### config.mk
export PLATFORM = sky130hd
export DESIGN_NAME = uart_rx_cmd_ctrl
export DESIGN_NICKNAME = d
export VERILOG_FILES = /design/src/rtl/uart_cmd_pkg.sv /design/src/rtl/uart_err_counter.sv /design/src/rtl/uart_rx_cmd_ctrl.sv
export SDC_FILE = /design/constraint.sdc
export NUM_CORES = 1
export LEC_CHECK = 0
export CAP_MARGIN = 0
export CORE_MARGIN = 4
export CORE_UTILIZATION = 45
export CTS_CLUSTER_DIAMETER = 40
export DETAILED_ROUTE_END_ITERATION = 8
export PLACE_DENSITY = 0.81
export SYNTH_ARGS = -nofsm -noshare
export SYNTH_HDL_FRONTEND = slang
export SYNTH_SLANG_ARGS = --single-unit
export TNS_END_PERCENT = 30
### constraint.sdc
create_clock -name clk -period 1.9 [get_ports clk]
set_input_delay 0.38 -clock clk [delete_from_list [all_inputs] [get_ports clk]]
set_output_delay 0.38 -clock clk [all_outputs]
set_load 0.01 [all_outputs]
### src/rtl/uart_cmd_pkg.sv
// Shared constants, state encoding and default widths for the UART command sequencer.
package uart_cmd_pkg;

  localparam int DATA_W_DEF      = 8;
  localparam int ADDR_W_DEF      = 4;
  localparam int ERR_CNT_W_DEF   = 8;
  localparam int TIMEOUT_CYC_DEF = 4096;

  localparam logic [7:0] WR_CMD = 8'hAA;
  localparam logic [7:0] RD_CMD = 8'hBB;

  typedef enum logic [2:0] {
    IDLE    = 3'd0,
    WR_ADDR = 3'd1,
    WR_DATA = 3'd2,
    RD_ADDR = 3'd3,
    RD_WAIT = 3'd4,
    TX_WAIT = 3'd5
  } cmd_state_e;

  // States in which a received byte is consumed as part of a command.
  function automatic logic is_accepting(input cmd_state_e s);
    return (s == IDLE) || (s == WR_ADDR) || (s == WR_DATA) || (s == RD_ADDR);
  endfunction

  // States that wait on the register file or transmitter rather than on rx.
  function automatic logic is_busy_wait(input cmd_state_e s);
    return (s == RD_WAIT) || (s == TX_WAIT);
  endfunction

endpackage

### src/rtl/uart_err_counter.sv
// Saturating up-counter: advances on i_inc, sticks at all-ones, cleared only by reset.
module uart_err_counter #(
  parameter int WIDTH = 8
) (
  input  logic             i_clk,
  input  logic             i_rst_n,
  input  logic             i_inc,
  output logic [WIDTH-1:0] o_cnt
);

  logic [WIDTH-1:0] r_cnt;
  logic             w_sat;

  assign w_sat = (r_cnt == '1);

  always_ff @(posedge i_clk or negedge i_rst_n) begin
    if (!i_rst_n) begin
      r_cnt <= '0;
    end else if (i_inc && !w_sat) begin
      r_cnt <= r_cnt + 1'b1;
    end
  end

  assign o_cnt = r_cnt;

endmodule

### src/rtl/uart_rx_cmd_ctrl.sv
// UART command sequencer: decodes AA/BB framed commands into register writes/reads
// and returns read data to the transmitter. Optional inter-byte timeout: UART_CMD_TIMEOUT_EN.
module uart_rx_cmd_ctrl
  import uart_cmd_pkg::*;
#(
  parameter int DATA_WIDTH    = DATA_W_DEF,
  parameter int ADDR_WIDTH    = ADDR_W_DEF,
  parameter int ERR_CNT_WIDTH = ERR_CNT_W_DEF,
  parameter int TIMEOUT_CYC   = TIMEOUT_CYC_DEF
) (
  input  logic                     clk,
  input  logic                     reset_n,
  input  logic [DATA_WIDTH-1:0]    rx_data,
  input  logic                     rx_data_valid,
  input  logic                     rx_par_err,
  input  logic                     rx_stp_err,
  output logic [ADDR_WIDTH-1:0]    reg_addr,
  output logic [DATA_WIDTH-1:0]    reg_wr_data,
  output logic                     reg_wr_en,
  output logic                     reg_rd_en,
  input  logic [DATA_WIDTH-1:0]    reg_rd_data,
  input  logic                     reg_rd_valid,
  output logic [DATA_WIDTH-1:0]    tx_data,
  output logic                     tx_data_valid,
  input  logic                     tx_busy,
  output logic                     cmd_busy,
  output logic                     frame_err,
  output logic [ERR_CNT_WIDTH-1:0] err_cnt
);

  cmd_state_e              r_state;
  logic                    r_rx_valid_d;
  logic [ADDR_WIDTH-1:0]   r_reg_addr;
  logic [DATA_WIDTH-1:0]   r_wr_data;
  logic [DATA_WIDTH-1:0]   r_tx_data;
  logic                    r_wr_en;
  logic                    r_rd_en;
  logic                    r_tx_valid;
  logic                    r_cmd_busy;
  logic                    r_frame_err;

  logic                    w_byte_ev;
  logic                    w_rx_bad;
  logic                    w_is_wr;
  logic                    w_is_rd;
  logic                    w_timeout;
  logic                    w_err_inc;

  always_ff @(posedge clk or negedge reset_n) begin
    if (!reset_n) begin
      r_rx_valid_d <= 1'b0;
    end else begin
      r_rx_valid_d <= rx_data_valid;
    end
  end

  assign w_byte_ev = rx_data_valid & ~r_rx_valid_d;
  assign w_rx_bad  = rx_par_err | rx_stp_err;
  assign w_is_wr   = (rx_data == DATA_WIDTH'(WR_CMD));
  assign w_is_rd   = (rx_data == DATA_WIDTH'(RD_CMD));

`ifdef UART_CMD_TIMEOUT_EN
  localparam int TO_W = (TIMEOUT_CYC > 2) ? $clog2(TIMEOUT_CYC) : 1;
  localparam logic [TO_W-1:0] TO_LAST = TO_W'(TIMEOUT_CYC - 1);

  logic [TO_W-1:0] r_to_cnt;
  logic            w_timed;

  assign w_timed   = (r_state == WR_ADDR) || (r_state == WR_DATA) || (r_state == RD_ADDR);
  assign w_timeout = w_timed && !w_byte_ev && (r_to_cnt == TO_LAST);

  // Untimed states hold the counter at zero, so every timed state is entered with a fresh count.
  always_ff @(posedge clk or negedge reset_n) begin
    if (!reset_n) begin
      r_to_cnt <= '0;
    end else if (!w_timed || w_byte_ev || w_timeout) begin
      r_to_cnt <= '0;
    end else begin
      r_to_cnt <= r_to_cnt + 1'b1;
    end
  end
`else
  logic w_unused_timeout_cfg;
  assign w_unused_timeout_cfg = ^TIMEOUT_CYC;
  assign w_timeout = 1'b0;
`endif

  always_comb begin
    w_err_inc = 1'b0;
    if (w_byte_ev) begin
      if (is_busy_wait(r_state)) begin
        w_err_inc = 1'b1;
      end else if (is_accepting(r_state) && w_rx_bad) begin
        w_err_inc = 1'b1;
      end else if ((r_state == IDLE) && !w_is_wr && !w_is_rd) begin
        w_err_inc = 1'b1;
      end
    end
    if (w_timeout) begin
      w_err_inc = 1'b1;
    end
  end

  // In RD_WAIT/TX_WAIT the byte is only an overrun; completion logic runs regardless.
  always_ff @(posedge clk or negedge reset_n) begin
    if (!reset_n) begin
      r_state     <= IDLE;
      r_reg_addr  <= '0;
      r_wr_data   <= '0;
      r_tx_data   <= '0;
      r_wr_en     <= 1'b0;
      r_rd_en     <= 1'b0;
      r_tx_valid  <= 1'b0;
      r_cmd_busy  <= 1'b0;
      r_frame_err <= 1'b0;
    end else begin
      r_wr_en     <= 1'b0;
      r_rd_en     <= 1'b0;
      r_tx_valid  <= 1'b0;
      r_frame_err <= w_err_inc;
      case (r_state)
        IDLE: begin
          if (w_byte_ev && !w_rx_bad) begin
            if (w_is_wr) begin
              r_state    <= WR_ADDR;
              r_cmd_busy <= 1'b1;
            end else if (w_is_rd) begin
              r_state    <= RD_ADDR;
              r_cmd_busy <= 1'b1;
            end
          end
        end
        WR_ADDR: begin
          if (w_byte_ev) begin
            if (w_rx_bad) begin
              r_state    <= IDLE;
              r_cmd_busy <= 1'b0;
            end else begin
              r_reg_addr <= rx_data[ADDR_WIDTH-1:0];
              r_state    <= WR_DATA;
            end
          end else if (w_timeout) begin
            r_state    <= IDLE;
            r_cmd_busy <= 1'b0;
          end
        end
        WR_DATA: begin
          if (w_byte_ev) begin
            if (!w_rx_bad) begin
              r_wr_data <= rx_data;
              r_wr_en   <= 1'b1;
            end
            r_state    <= IDLE;
            r_cmd_busy <= 1'b0;
          end else if (w_timeout) begin
            r_state    <= IDLE;
            r_cmd_busy <= 1'b0;
          end
        end
        RD_ADDR: begin
          if (w_byte_ev) begin
            if (w_rx_bad) begin
              r_state    <= IDLE;
              r_cmd_busy <= 1'b0;
            end else begin
              r_reg_addr <= rx_data[ADDR_WIDTH-1:0];
              r_rd_en    <= 1'b1;
              r_state    <= RD_WAIT;
            end
          end else if (w_timeout) begin
            r_state    <= IDLE;
            r_cmd_busy <= 1'b0;
          end
        end
        RD_WAIT: begin
          if (reg_rd_valid) begin
            r_tx_data <= reg_rd_data;
            r_state   <= TX_WAIT;
          end
        end
        TX_WAIT: begin
          if (!tx_busy) begin
            r_tx_valid <= 1'b1;
            r_state    <= IDLE;
            r_cmd_busy <= 1'b0;
          end
        end
        default: begin
          r_state    <= IDLE;
          r_cmd_busy <= 1'b0;
        end
      endcase
    end
  end

  uart_err_counter #(
    .WIDTH(ERR_CNT_WIDTH)
  ) u_err_counter (
    .i_clk   (clk),
    .i_rst_n (reset_n),
    .i_inc   (w_err_inc),
    .o_cnt   (err_cnt)
  );

  assign reg_addr      = r_reg_addr;
  assign reg_wr_data   = r_wr_data;
  assign reg_wr_en     = r_wr_en;
  assign reg_rd_en     = r_rd_en;
  assign tx_data       = r_tx_data;
  assign tx_data_valid = r_tx_valid;
  assign cmd_busy      = r_cmd_busy;
  assign frame_err     = r_frame_err;

endmodule

==> metrics <==
TritonRoute pass-1 iters 4; post_cts resized 0; core area 3470 um2; synthesized area 1690 um2; met1 Use GR 0.208; Slew Limit Fails 0; CP max FO 12; met2 Use GR 0.280; CTS buffer count 5; Startpoint Class register; number of warning messages in the yosys log 0; Cell Area, Placed 2390 um2; fmax 571 MHz; Nets 233; worst clock skew 0.0102 ns; Clock Sinks 37; unrepaired setup endpoints after global routing no; IO Count 56; final setup fails 0; ys async rst share 1.00; via count around 1,400; distinct cell type count after synthesis 39; Syn Area/Cell 12.6 um2; CTS root buffer clkbuf_8; Worst-Skew Late Latency a little under 0.3 ns; sequential area share after synthesis 0.549; Worst setup EP type register; # rows 21; Routed Antenna Nets 0; crit path kind reg -> reg; final period utilization 0.922; final hold vios 0; first-pass GRT wire length between 6000 and 7000 um; hpwl dp roughly 3000 um; initial drt markers 120; DIE AREA 4790 um2; FF-to-FF Start r_state[2]$_DFFE_PN0P_; hold slack approximately 0.12 ns; most frequent cells in the layout clkdlybuf4s50_1 (54), dfrtp_1 (36), mux2_2 (22), buf_4 (17), nor2_1 (8); synthesized flop and latch total 37; status finished clean; Post-CTS Setup Bufs 0; grt total ovfl 0; slew at the pin closest to its max-slew limit 0.459 ns; minimum clock period after layout 1.75 ns; worst slack, placed -0.137 ns; CTS tree done; Post-Route WL around 4000 um; met3 Use GR 0.0884; H-tree depth 2; share of layout cells above drive strength 1 0.254; worst reg2reg path endpoint u_err_counter.o_cnt[7]$_DFFE_PN0P_; required time of the critical path 2.07 ns; Hold WC Path Type in -> async; post-layout util 0.715; maximum VDD drop 0.575 mV; PortBufs 55; Hold-fix buffers, CTS 0; Filler cells 266; Cells after Synth 134; die span in y 69.2 um; crit path DAT roughly 1.9 ns; Main synth FF type dfrtp_1; clk slew on worst S/H paths 0.07 ns; gr usage total 0.180; global route hottest layer met2; Initial Util 0.486; Placer Congestion 0.858; vias in the first global route 1,406; average wire per standard cell 15.7 um; via count normalized by instance count 5.31; setup slack after layout 0.147 ns; commonest non-fill, non-tap cell in the layout clkdlybuf4s50_1; Max-Cap Viols 0; synth-to-layout area growth 47.0%; EDFF count, synth 0; r2r setup slk 0.15 ns; fin area ~2500 um2; Reg2Reg Depth 4; n_diodes 0; width of the die around 69 um; Slew HR 0.694; Leak 0.00110 uW; syn nets 158; DRC Markers 0; largest net degree at the start of global routing 38; Power per Cell Area 1060 nW/um2; CTS Buffer Depth 2; initial antenna violation count 0
## worst max-delay path: stages (launching register included)
cell and delay (ns):
dfrtp_2 0.49, or3_4 0.43, a31oi_4 0.26, o2111ai_2 0.13
mux2_1 0.32
## worst max path at each step
stage	start	end	slack, ns	cells after the start
floorplan	r_state[1]$_DFFE_PN0P_	u_err_counter.o_cnt[7]$_DFFE_PN0P_	0.24	5
global placement	rx_data[0]	u_err_counter.o_cnt[7]$_DFFE_PN0P_	-0.05	5
detailed placement	rx_data[0]	u_err_counter.o_cnt[7]$_DFFE_PN0P_	-0.14	5
CTS	r_state[2]$_DFFE_PN0P_	tx_data[6]$_DFFE_PN0P_	0.07	3
global route	r_state[2]$_DFFE_PN0P_	u_err_counter.o_cnt[7]$_DFFE_PN0P_	0.08	4
finish	r_state[2]$_DFFE_PN0P_	u_err_counter.o_cnt[7]$_DFFE_PN0P_	0.15	4
## through the flow
step	power (uW)	instances	setup TNS (ns)
after floorplan	1590	134	0
after global placement	2030	248	-0.184
after global routing	2780	255	0
after detailed placement	2080	248	-1.32
after CTS	2650	255	0
final	2620	255	0
## routing by layer
layer	share of wire	routed length, um	vias to the layer above
met5	0	0	-
li1	-	-	635
met4	0.015	61	0
met1	0.41	1640	655
met2	0.48	1930	57
met3	0.091	365	6
## power by group
part / leakage [uW] / internal (uW) / switching, uW / total [uW]
clock network: 0.0000443 / 288 / 263 / 551
registers: 0.000481 / 949 / 167 / 1120
logic: 0.000573 / 551 / 404 / 956
total: 0.00110 / 1790 / 835 / 2620
## sequential cells by signal, summed over array words and instances, names as in the netlist
register	cells
r_rx_valid_d	1
r_state	3
reg_wr_data	8
frame_err	1
reg_rd_en	1
tx_data_valid	1
u_err_counter.o_cnt	8
reg_addr	4
tx_data	8
reg_wr_en	1
cmd_busy	1
## cells by family after synthesis
| logic type | share of synthesized area |
|---|---|
| simple gates | 0.124 |
| mux | 0.165 |
| fa+ha+maj | 0.00742 |
| buf+inv | 0.0267 |
| compound gates | 0.0964 |
| flops | 0.549 |
| xor+xnor | 0.0312 |
## Yosys cell counts (2+ instances only)
cell | n | area share
o21ai_0 | 5 | 0.015
nor2_1 | 8 | 0.018
mux2_2 | 22 | 0.15
xnor2_1 | 6 | 0.031
nand3_1 | 6 | 0.018
dfrtp_1 | 37 | 0.55
mux2i_1 | 2 | 0.012
inv_1 | 5 | 0.011
clkbuf_1 | 2 | 0.0045
nor2b_1 | 3 | 0.011
nor3_1 | 4 | 0.012
nand2_1 | 3 | 0.0067
nand4b_1 | 2 | 0.010
and3_1 | 2 | 0.0074
a21oi_1 | 2 | 0.0059
nand2b_1 | 2 | 0.0074
## cell type report
cell class	count	area, um2	area share
sequential	37	927	0.374
multi-input combinational	88	716	0.289
timing repair buffer	72	673	0.272
clock buffer	7	86.3	0.0348
tap	46	57.6	0.0232
inverter	5	18.8	0.00757
(Power assumes the default switching activity.)
